--- config.mk ---
export PLATFORM = sky130hd
export DESIGN_NAME = ram_bist
export DESIGN_NICKNAME = d
export VERILOG_FILES = /design/src/rtl/ram_bist.sv
export SDC_FILE = /design/constraint.sdc
export NUM_CORES = 1
export LEC_CHECK = 0
export ABC_CLOCK_PERIOD_IN_PS = 2500
export BUFFER_PORTS_ARGS = -buffer_cell sky130_fd_sc_hd__buf_2
export CORE_UTILIZATION = 30
export CTS_CLUSTER_DIAMETER = 60
export CTS_CLUSTER_SIZE = 14
export DETAILED_ROUTE_END_ITERATION = 10
export GPL_TIMING_DRIVEN = 0
export PLACE_DENSITY = 0.58
export SLEW_MARGIN = 15
export SYNTH_ARGS = -nofsm -noshare
export SYNTH_HDL_FRONTEND = slang
export SYNTH_SLANG_ARGS = --single-unit
--- constraint.sdc ---
create_clock -name CLK -period 2.5 [get_ports CLK]
set_clock_uncertainty 0.2 [all_clocks]
set_input_delay 0.125 -clock CLK [delete_from_list [all_inputs] [get_ports CLK]]
set_output_delay 0.125 -clock CLK [all_outputs]
set_load 0.05 [all_outputs]
--- src/rtl/ram_bist.sv ---
// March-style BIST master for RAM_array: writes P0, reads back, then repeats with P1 = ~P0,
// counting mismatches and latching the first failing address and phase.
module ram_bist #(
    parameter int unsigned       ADDR_W = 8,
    parameter int unsigned       DATA_W = 8,
    parameter logic [DATA_W-1:0] SEED   = DATA_W'(8'hAF)
) (
    input  logic              CLK,
    input  logic              RST,
    input  logic              START,
    output logic [ADDR_W-1:0] ADDR,
    output logic [DATA_W-1:0] DATA_IN,
    output logic              WE,
    input  logic [DATA_W-1:0] DATA_OUT1,
    output logic              BUSY,
    output logic              DONE,
    output logic              PASS,
    output logic [ADDR_W+1:0] ERR_COUNT,
    output logic [ADDR_W-1:0] FAIL_ADDR,
    output logic              FAIL_PHASE
);

    typedef enum logic [2:0] {IDLE, WR0, RD0, WR1, RD1, FIN} state_t;

    state_t              state_q, state_d;
    logic [ADDR_W:0]     cnt_q, cnt_d, cnt_inc;
    logic [DATA_W-1:0]   data_q, data_d;
    logic                we_q, we_d;
    logic                busy_q, busy_d;
    logic                done_q, done_d;
    logic                pass_q, pass_d;
    logic [ADDR_W+1:0]   err_q, err_d;
    logic [ADDR_W-1:0]   fa_q, fa_d;
    logic                fp_q, fp_d;
    logic                seen_q, seen_d;
    logic                rd_phase;

    function automatic logic [DATA_W-1:0] pattern(input logic [ADDR_W-1:0] a, input logic inv);
        logic [DATA_W-1:0] p;
        p = DATA_W'(a) ^ SEED;
        return inv ? ~p : p;
    endfunction

    always_ff @(posedge CLK or posedge RST) begin
        if (RST) begin
            state_q <= IDLE;
            cnt_q   <= '0;
            data_q  <= '0;
            we_q    <= 1'b0;
            busy_q  <= 1'b0;
            done_q  <= 1'b0;
            pass_q  <= 1'b0;
            err_q   <= '0;
            fa_q    <= '0;
            fp_q    <= 1'b0;
            seen_q  <= 1'b0;
        end else begin
            state_q <= state_d;
            cnt_q   <= cnt_d;
            data_q  <= data_d;
            we_q    <= we_d;
            busy_q  <= busy_d;
            done_q  <= done_d;
            pass_q  <= pass_d;
            err_q   <= err_d;
            fa_q    <= fa_d;
            fp_q    <= fp_d;
            seen_q  <= seen_d;
        end
    end

    // The extra counter bit carries out of the last address and marks the end of a phase.
    always_comb begin
        state_d  = state_q;
        cnt_d    = cnt_q;
        data_d   = data_q;
        we_d     = 1'b0;
        busy_d   = busy_q;
        done_d   = done_q;
        pass_d   = pass_q;
        err_d    = err_q;
        fa_d     = fa_q;
        fp_d     = fp_q;
        seen_d   = seen_q;
        cnt_inc  = cnt_q + 1'b1;
        rd_phase = (state_q == RD1);

        case (state_q)
            IDLE, FIN: begin
                if (START) begin
                    state_d = WR0;
                    cnt_d   = '0;
                    data_d  = pattern('0, 1'b0);
                    we_d    = 1'b1;
                    busy_d  = 1'b1;
                    done_d  = 1'b0;
                    pass_d  = 1'b0;
                    err_d   = '0;
                    fa_d    = '0;
                    fp_d    = 1'b0;
                    seen_d  = 1'b0;
                end
            end
            WR0, WR1: begin
                if (cnt_inc[ADDR_W]) begin
                    state_d = (state_q == WR0) ? RD0 : RD1;
                    cnt_d   = '0;
                end else begin
                    cnt_d  = cnt_inc;
                    we_d   = 1'b1;
                    data_d = pattern(cnt_inc[ADDR_W-1:0], state_q == WR1);
                end
            end
            RD0, RD1: begin
                if (DATA_OUT1 != pattern(cnt_q[ADDR_W-1:0], rd_phase)) begin
                    err_d = err_q + 1'b1;
                    if (!seen_q) begin
                        seen_d = 1'b1;
                        fa_d   = cnt_q[ADDR_W-1:0];
                        fp_d   = rd_phase;
                    end
                end
                if (cnt_inc[ADDR_W]) begin
                    cnt_d = '0;
                    if (state_q == RD0) begin
                        state_d = WR1;
                        we_d    = 1'b1;
                        data_d  = pattern('0, 1'b1);
                    end else begin
                        state_d = FIN;
                        busy_d  = 1'b0;
                        done_d  = 1'b1;
                        pass_d  = (err_d == '0);
                    end
                end else begin
                    cnt_d = cnt_inc;
                end
            end
            default: state_d = IDLE;
        endcase
    end

    assign ADDR       = cnt_q[ADDR_W-1:0];
    assign DATA_IN    = data_q;
    assign WE         = we_q;
    assign BUSY       = busy_q;
    assign DONE       = done_q;
    assign PASS       = pass_q;
    assign ERR_COUNT  = err_q;
    assign FAIL_ADDR  = fa_q;
    assign FAIL_PHASE = fp_q;

endmodule

* After elaboration in Yosys (flattened, before gate mapping) *
Cells that the tools add are included.

operators by class
  add/sub/neg operators = 2
  eq/ne operators = 14
  multiplexer cells = 45
  bitwise operators = 4
  reductions and logical operators = 16

operators with widths
  operator                 number
  $mux W8                  10
  $mux W10                 3
  $pmux W8 S3              1
  $pmux W10 S2             1
  $pmux W9 S2              1
  $ne A2 B2 Y1 const B     8
  $not A8 Y8               2
  $pmux W8 S2              1
  $mux W1                  15
  $mux W3                  5
  $not A6 Y6               2
  $add A10 B1 Y10 const B  1
  $logic_not A10 Y1        1
  $pmux W1 S2              5
  $add A9 B1 Y9 const B    1
  $mux W9                  1
  $pmux W3 S3              1
  $ne A8 B8 Y1             1
  $reduce_and A4 Y1        2
  $eq A3 B2 Y1 const B     2
  $eq A3 B3 Y1 const B     2
  $reduce_and A3 Y1        2
  $reduce_or A2 Y1         3
  $reduce_and A5 Y1        1
  other kinds (7)          9

storage, ports and cells
  register bits after elaboration = 44
  bits of input ports = 11
  output and inout port bits = 39
  logic and storage cells = 92

* Longest topological paths before layout *
  word-level depth = 10
  gate-level depth with buffers = 10
  mapped depth without buffers = 8

* Worst setup path before layout *
No wires, ideal clock.

  path type = flip-flop to flip-flop
  from = reg cnt_q[0]
  to = reg pass_q (netlist: PASS)
  library setup time = 0.132 ns
  arrival time = 2.299 ns
  data required time = 2.168 ns
  slack = -0.131 ns
  stages on the path, launching flop included = 10
  path buffers = 1
  period minus slack after synthesis = 2.631 ns
  cell sequence = dfrtp_1 -> buf_2 -> xor2_1 -> nor4_1 -> and4_4 -> o211ai_4 -> and4_4 -> mux2_4 -> a31oi_1 -> o41ai_2

between the ends
  cells in the longest elaborated chain, start to end = 10
  elaborated cells between the ends (all ways) = 13
  those cells by class = add/sub: 1; eq/ne: 2; mux: 6; bitwise: 2; reduce/logical: 2

ends and longest elaborated chain
  what                         RTL line  RTL
  start, declared              26        logic [ADDR_W:0] cnt_q, cnt_d, cnt_inc;
  start signal, assigned       59        cnt_q <= cnt_d;
  $not A6 Y6 (no source line)  n/a
  $not A8 Y8                   41        return inv ? ~p : p;
  $mux W8                      41
  $ne A8 B8 Y1                 115       if (DATA_OUT1 != pattern(cnt_q[ADDR_W-1:0], rd_phase)) begin
  $mux W10                     115
  $mux W10                     88        case (state_q)
  $logic_not A10 Y1            133       pass_d = (err_d == '0);
  $mux W1                      125       if (state_q == RD0) begin
  $mux W1                      123       if (cnt_inc[ADDR_W]) begin
  $pmux W1 S2                  88
  end signal, assigned         64        pass_q <= pass_d;
  end, declared                31        logic pass_q, pass_d;

Parallel ways exist; a longest one is shown, timed or not. The select of a mux whose other input is x is not followed.
A chain may end at the register's enable or synchronous reset.

* Final worst setup path *
Same ends and word-level chain as after synthesis.

==> run summary <==
Post-DRT Antenna Nets: 0
worst slew pin tran: 618 ps
num rows: 33
placer congestion estimate: 0.802
H-tree Lvls: 2
n_diodes: 0
RSZ-0062 raised after global routing: true
overall power: 2660 µW
top-count cell post-synth: o21ai_0
Max transition margin: 58.6%
Max VDD drop: 0.307 mV
Clk pin slew, worst setup/hold paths: 90 ps
CP max FO: 8
top cells by area, synth: dfrtp_1, o21ai_0, xor2_1
via/cell ratio: 4.95
mapped cell area: 2530 µm²
share of the synthesized area in the top cell type: 42.5%
initial antenna violation count: 0
WL per Instance: 14.4 µm
Pleak: 0.00138 µW
global-route wire length before repair: 10100 µm
CTS Buf Count: 5
top cells by count, synth: o21ai_0, dfrtp_1, nand2_1, nor2_1
die width: 93.9 µm
sequential area share after synthesis: 42.5%
max-slew violation count: 0
# fillers: 831
layout cell share with drive strength beyond 1: 31.0%
status: finished, final reports clean
Mapped Avg Cell Area: 9.15 µm²
WS Path Type: register to register
register area: 1080 µm²
CTS tree: built
period utilization: 99.7%
IO Pins: 50
Post-synth top flop: dfrtp_1
die area: 8820 µm²
crit path launch type: register
dpl hpwl: 4650 µm
cell area after layout: 3180 µm²
vias: 2199
clk root buf: clkbuf_8
Clock Sink Count: 43
total routed wirelength: 6380 µm
worst hold path class: input port to register
gr ovfl total: 0
fmax: 0.401 GHz
Yosys reg bits: 43
die height: 93.9 µm
max-cap violation count: 0
setup violators final: 0
Mapped Cells: 277
Syn Nets: 290
vias in the first global route: 2023
CP required: 2470 ps
Synth async-reset ratio: 100%
DRC viols: 0
Multi-input gate area: 1430 µm²
Initial Util: 31.0%
final-stage net count: 351
crit path time final: 2490 ps
largest net degree at the start of global routing: 25
Power per Cell Area: 839 nW/µm²
Final Hold Violating Endpoints: 0
dominant cell type by area after synthesis: dfrtp_1
Core Area: 8180 µm²
CP Data Arrival Time: 2460 ps
clock latency on the worst-skew pair: 300 ps
Cell variety after synth: 47
Total GRT Usage: 14.6%
Initial DRC Count: 94
Layout area overhead: 25.4%
Setup crit end kind: register
post-placement cell area: 2940 µm²
CTS Buffer Depth: 2
number of synthesized flops with an enable pin: 0
YS warnings: 0
DRT Pass-1 Iters: 5
number of port buffers: 49
worst max-delay path, cell delays in order, from the launching register on:
cell	delay, ps
dfrtp_2	420
buf_6	140
xor2_2	180
nor4_2	280
and4_4	270
o211ai_4	110
and4_4	210
mux2_4	310
a31oi_4	160
o41ai_2	80
cell usage in the layout, fill, tap and decap left out, types with 9 or more instances in the layout:
cell type	Yosys	final
xor2_1	11	10
o21ai_0	45	45
dfrtp_1	43	37
xnor2_1	9	9
nor2_1	21	19
nand2_1	25	25
clkbuf_1	11	9
a21oi_1	11	10
buf_2	5	52
metal layers:
| layer | GRT usage (%) | share of wire [%] | up-vias |
|---|---|---|---|
| li1 | - | - | 1116 |
| met1 | 20.2 | 48 | 1031 |
| met2 | 23.2 | 47 | 47 |
| met3 | 2.83 | 3.9 | 5 |
| met4 | 3.97 | 1.0 | 0 |
| met5 | 0 | 0 | - |
registers in the layout (all words and copies together), names as in the netlist:
register	flops
FAIL_PHASE	1
BUSY	1
cnt_q	8
FAIL_ADDR	8
ERR_COUNT	10
DONE	1
DATA_IN	8
state_q	3
WE	1
seen_q	1
PASS	1
timing repair:
item	4_1_cts	5_1_grt
hold buffers	1	0
buffers inserted	1	4
pin swaps	3	5
cloned	0	0
endpoints found under the hold margin	43	0
endpoints found under the setup margin	18	25
resized for setup	3	21
report_power, final:
part,leakage (µW),switching (µW),total (µW),internal [µW]
registers,0.000537,121,958,837
logic,0.000800,853,1220,371
clock network,0.0000474,256,482,226
area by class of cell:
cell class,count,share of cell area (%)
tap,105,4.13
sequential,43,34.1
multi-input combinational,208,45.0
clock buffer,6,2.60
buffer,19,3.27
clock inverter,2,0.512
inverter,5,0.591
timing repair buffer,56,9.84
per-stage QoR:
step           setup slack (ps)  util, %  TNS (ps)  instances  hold slack (ps)
6_report                   7.68     38.9         0        444             48.6
5_1_grt                   -79.6     38.9     -91.2        444             67.2
4_1_cts                   -64.1     37.5     -64.1        442             29.3
3_5_place_dp               -112     35.9      -887        432            -37.4
3_3_place_gp               -108     35.7      -700        431              263
2_1_floorplan             -1.51        -     -1.51        277              125
final timing paths:
kind | slack, ps | cells after the start | from | to
worst max-delay path | 8 | 9 | cnt_q[0] | PASS
worst min-delay path | 50 | 4 | START | state_q[2]
worst max register to register | 8 | 9 | cnt_q[0] | PASS
worst min register to register | 300 | 2 | DATA_IN[7] | DATA_IN[7]
max in group asynchronous | 1420 | 4 | RST | cnt_q[7]
min in group asynchronous | 190 | 3 | RST | ERR_COUNT[5]
kinds of logic (layout without fill, tap and decap cells):
group	Yosys count	count (layout)	share of synthesized area, %
buf+inv	26	88	4.64
fa+ha+maj	2	2	0.987
mux	12	12	5.09
flops	43	43	42.5
compound gates	85	85	21.0
xor+xnor	20	20	6.91
simple gates	89	89	18.9
Note: power is estimated with default switching activity, not from simulation.
